[src/rtl/bit_destuff.sv]
// Serial HDLC-style bit de-stuffer: removes the 0 inserted after RUN_LEN ones,
// flags a 1 in the stuff slot, and keeps saturating drop/error statistics.
module bit_destuff #(
    parameter int unsigned RUN_LEN = 5,
    parameter int unsigned CNT_W   = 16
) (
    input  logic             clk,
    input  logic             rst,
    input  logic             valid_stuffed,
    input  logic             stuffed_data,
    input  logic             clr_cnt,
    output logic             valid_out,
    output logic             data_out,
    output logic             stuff_err,
    output logic [CNT_W-1:0] drop_cnt,
    output logic [CNT_W-1:0] err_cnt
);

    localparam int unsigned RW = $clog2(RUN_LEN + 1);
    localparam logic [RW-1:0] RUN_MAX = RW'(RUN_LEN);

    typedef enum logic [1:0] {
        IDLE  = 2'd0,
        COUNT = 2'd1,
        CHECK = 2'd2
    } state_t;

    state_t        state, state_n;
    logic [RW-1:0] run, run_n;
    logic          valid_n, data_n, err_n;
    logic          drop_inc, err_inc;

    always_ff @(posedge clk or negedge rst) begin
        if (!rst) begin
            state     <= IDLE;
            run       <= '0;
            valid_out <= 1'b0;
            data_out  <= 1'b0;
            stuff_err <= 1'b0;
        end else begin
            state     <= state_n;
            run       <= run_n;
            valid_out <= valid_n;
            data_out  <= data_n;
            stuff_err <= err_n;
        end
    end

    always_comb begin
        state_n  = state;
        run_n    = run;
        valid_n  = 1'b0;
        data_n   = data_out;
        err_n    = 1'b0;
        drop_inc = 1'b0;
        err_inc  = 1'b0;
        if (!valid_stuffed) begin
            // a gap ends the burst; any pending stuff slot is abandoned silently
            state_n = IDLE;
            run_n   = '0;
        end else begin
            case (state)
                IDLE, COUNT: begin
                    valid_n = 1'b1;
                    data_n  = stuffed_data;
                    state_n = COUNT;
                    if (stuffed_data) begin
                        run_n = run + 1'b1;
                        if (run + 1'b1 == RUN_MAX)
                            state_n = CHECK;
                    end else begin
                        run_n = '0;
                    end
                end
                CHECK: begin
                    run_n   = '0;
                    state_n = COUNT;
                    if (stuffed_data) begin
                        err_n   = 1'b1;
                        err_inc = 1'b1;
                    end else begin
                        drop_inc = 1'b1;
                    end
                end
                default: begin
                    state_n = IDLE;
                    run_n   = '0;
                end
            endcase
        end
    end

    always_ff @(posedge clk or negedge rst) begin
        if (!rst) begin
            drop_cnt <= '0;
            err_cnt  <= '0;
        end else if (clr_cnt) begin
            drop_cnt <= '0;
            err_cnt  <= '0;
        end else begin
            if (drop_inc && drop_cnt != '1)
                drop_cnt <= drop_cnt + 1'b1;
            if (err_inc && err_cnt != '1)
                err_cnt <= err_cnt + 1'b1;
        end
    end

endmodule

[config.mk]
export PLATFORM = sky130hd
export DESIGN_NAME = bit_destuff
export DESIGN_NICKNAME = d
export VERILOG_FILES = /design/src/rtl/bit_destuff.sv
export SDC_FILE = /design/constraint.sdc
export NUM_CORES = 1
export LEC_CHECK = 0
export ABC_AREA = 1
export CORE_MARGIN = 3
export CORE_UTILIZATION = 45
export CTS_BUF_LIST = sky130_fd_sc_hd__clkbuf_8
export CTS_CLUSTER_DIAMETER = 150
export CTS_CLUSTER_SIZE = 30
export DETAILED_ROUTE_END_ITERATION = 8
export MAX_ROUTING_LAYER = met4
export PLACE_DENSITY = 0.72
export SLEW_MARGIN = 20
export SYNTH_ARGS = -nofsm -noshare
export SYNTH_HDL_FRONTEND = slang
export SYNTH_SLANG_ARGS = --single-unit
[constraint.sdc]
create_clock -name clk -period 1.4 [get_ports clk]
set_input_delay 0.28 -clock clk [delete_from_list [all_inputs] [get_ports clk]]
set_output_delay 0.28 -clock clk [all_outputs]
set_load 0.03 [all_outputs]
==> impl_metrics.env <==
export IMPL_cts_clk_slew_worst_paths_ps=80
export IMPL_start_util_pct=48.5
export IMPL_worstPathMaxFanout=8
export IMPL_yosysWarnings=0
export IMPL_grt_pass1_wl_um=10700
export IMPL_portBuffers=39
export IMPL_ys_seq_area_share_pct=42.0
export IMPL_status="finished, final reports clean"
export IMPL_cts_buffers_inserted=5
export IMPL_holdCritPathClass="flip-flop to flip-flop"
export IMPL_netlist_area_um2=2380
export IMPL_critPathBufInv=1
export IMPL_drc=0
export IMPL_synth_ff_latch_count=40
export IMPL_period_share_pct=100
export IMPL_power_frac_seq_pct=57.2
export IMPL_nets=445
export IMPL_max_stage_delay_ps=430
export IMPL_cp_cell_sequence="ha_4 > nand2_4 > nor2_4 > nand2_4 > nor2_4 > nor2_4 > buf_6 > nand4_1 > nand2_2"
export IMPL_vias=2534
export IMPL_clkLatencyLatePin_ps=290
export IMPL_grt_max_degree=41
export IMPL_vdd_drop_max_v=0.000483
export IMPL_start_kind="flip-flop"
export IMPL_power_density_nw_per_um2=581
export IMPL_grt_usage_pct=22.1
export IMPL_fmax_ghz=0.714
export IMPL_slew_headroom_pct=79.4
export IMPL_grt_pass1_vias=2338
export IMPL_rsz0062_at_grt="yes"
export IMPL_crit_top_cell="nor2_4"
export IMPL_drv_slew=0
export IMPL_rows=25
export IMPL_required_ps=1620
export IMPL_syn_nets=343
export IMPL_avgRoutedWirePerCell_um=12.4
export IMPL_placed_area_um2=3280
export IMPL_fin_skew_ps=7.04
export IMPL_leakagePower_nw=1.85
export IMPL_fp_dieH_um=78.8
export IMPL_drv_cap=0
export IMPL_ys_types=25
export IMPL_end_kind="flip-flop"
export IMPL_syn_area_per_cell_um2=7.14
export IMPL_root_buffer="clkbuf_8"
export IMPL_clkPwrFrac_pct=35.7
export IMPL_antenna_found_initial=0
export IMPL_fin_crit_ps=1400
export IMPL_clk_path_buf_depth=2
export IMPL_slowest_stage="dfrtp_2"
export IMPL_synth_cells=334
export IMPL_chipWidth_um=78.8
export IMPL_fin_area_um2=3510
export IMPL_internal_power_mw=1.55
export IMPL_drive_above_1_share_pct=34.8
export IMPL_dr_pass1_iters=4
export IMPL_postLayoutCoreUtil_pct=71.5
export IMPL_most_common_layout_cells="nand2_1, buf_4, inv_1"
export IMPL_area_growth_pct=47.3
export IMPL_drtIter0Drc=174
export IMPL_drt_wl_total_um=6270
export IMPL_crit_family="simple AND/OR/NAND/NOR gates"
export IMPL_critPathKind="flip-flop to flip-flop"
export IMPL_cts_num_sinks=40
export IMPL_power_mw=2.04
export IMPL_fp_coreArea_um2=4910
export IMPL_power_switching_mw=0.494
export IMPL_num_antenna_cells=0
export IMPL_h_tree_depth=2
export IMPL_worst_hold_slack_ps=465
export IMPL_hpwl_um=4550
export IMPL_cts_tree="yes"
export IMPL_io_pins=40
export IMPL_via_per_inst=5.03
export IMPL_p_comb_share_pct=7.2
export IMPL_die_area_um2=6210
export IMPL_critPathArrivalTime_ps=1620
export IMPL_final_common_cell="nand2_1"
export IMPL_setup_violations=0
export IMPL_timing_final_hold_violations=0
export IMPL_postCtsSetupRepairBufs=0
export IMPL_postRouteAntennaNets=0
export IMPL_grt_ovfl_total=0
export IMPL_p_sw_share_pct=24.2
export IMPL_tightest_slew_ps=311
export IMPL_place_congestion=0.901
[state kept, by name (all words and copies together), names as in the netlist]
register	flops
drop_cnt	16
err_cnt	16
run	3
state	2
data_out	1
stuff_err	1
valid_out	1
[cell type report]
cell class                      instances  area [um^2]
Multi-Input combinational cell        249         1370
Fill cell                             412         1400
Tap cell                               67         83.8
Inverter                               38          148
Clock buffer                            5         68.8
Timing Repair Buffer                  102          821
Clock inverter                          3         11.3
Sequential cell                        40         1010
[worst reg2reg max path: cells and delay by family (launching register included)]
family | cells | cell delay [ps]
adder cells (fa/ha/maj) | 1 | 170
flip-flops | 1 | 430
AND/OR/NAND/NOR | 7 | 570
buffers and inverters | 1 | 160
[layer usage]
metal / wire, um / share of wire (%) / global-route usage (%)
met5: 0 / 0 / -
met4: 19 / 0.30 / 6.47
met3: 305 / 4.9 / 3.17
met2: 3040 / 48 / 35.7
met1: 2910 / 46 / 29.1
[kinds of logic (layout without fill, tap and decap cells)]
logic type	count (synthesis)	after routing	synth area share [%]
compound gates	14	14	3.57
buf+inv	45	148	7.98
fa+ha+maj	4	4	2.10
simple gates	221	221	40.7
flops	40	40	42.0
xor+xnor	10	10	3.67
[power groups by stage]
stage	clock network, mW	logic [mW]	registers [mW]
global route	0.809	0.162	1.17
CTS	0.756	0.140	1.17
detailed placement	0	0.137	1.19
global placement	0	0.136	1.19
finish	0.728	0.146	1.17
floorplan	0	0.0517	1.20
[final timing paths]
check / startpoint / end / slack [ps] / cells past startpoint
max reg2reg: drop_cnt[1] / drop_cnt[10] / 0.2 / 9
min: run[0] / run[0] / 460 / 1
max: drop_cnt[1] / drop_cnt[10] / 0.2 / 9
min in group asynchronous: rst / drop_cnt[14] / 490 / 3
max in group asynchronous: rst / err_cnt[1] / 690 / 3
min reg2reg: run[0] / run[0] / 460 / 1
[metrics by stage]
stage | std cells | setup WS (ps) | setup TNS [ps]
after global placement | 495 | -229 | -6340
after CTS | 504 | 8.26 | 0
after detailed placement | 495 | -252 | -6700
after floorplan | 334 | -158 | -4110
final | 504 | 0.179 | 0
after global routing | 504 | -107 | -2200
[cell usage after synthesis (all sizes together)]
cell type / n / area share [%]
nand2: 123 / 20
nor2: 47 / 8.9
dfrtp: 40 / 42
inv: 38 / 6.1
nand3: 24 / 5.0
nand4: 24 / 6.3
xor2: 9 / 3.3
buf: 5 / 1.6
o21ai: 5 / 1.2
a21oi: 4 / 0.84
ha: 4 / 2.1
o21bai: 3 / 0.94
clkbuf: 2 / 0.32
nor3: 2 / 0.63
a31oi: 1 / 0.26
o211ai: 1 / 0.32
or2: 1 / 0.26
xnor2: 1 / 0.37
[timing repair]
action | CTS | global route
hold endpoints to repair | 40 | 0
pin swaps | 4 | 17
endpoints found under the setup margin | 44 | 37
hold buffers | 1 | 0
gates resized for setup | 26 | 48
(Power assumes the default switching activity.)
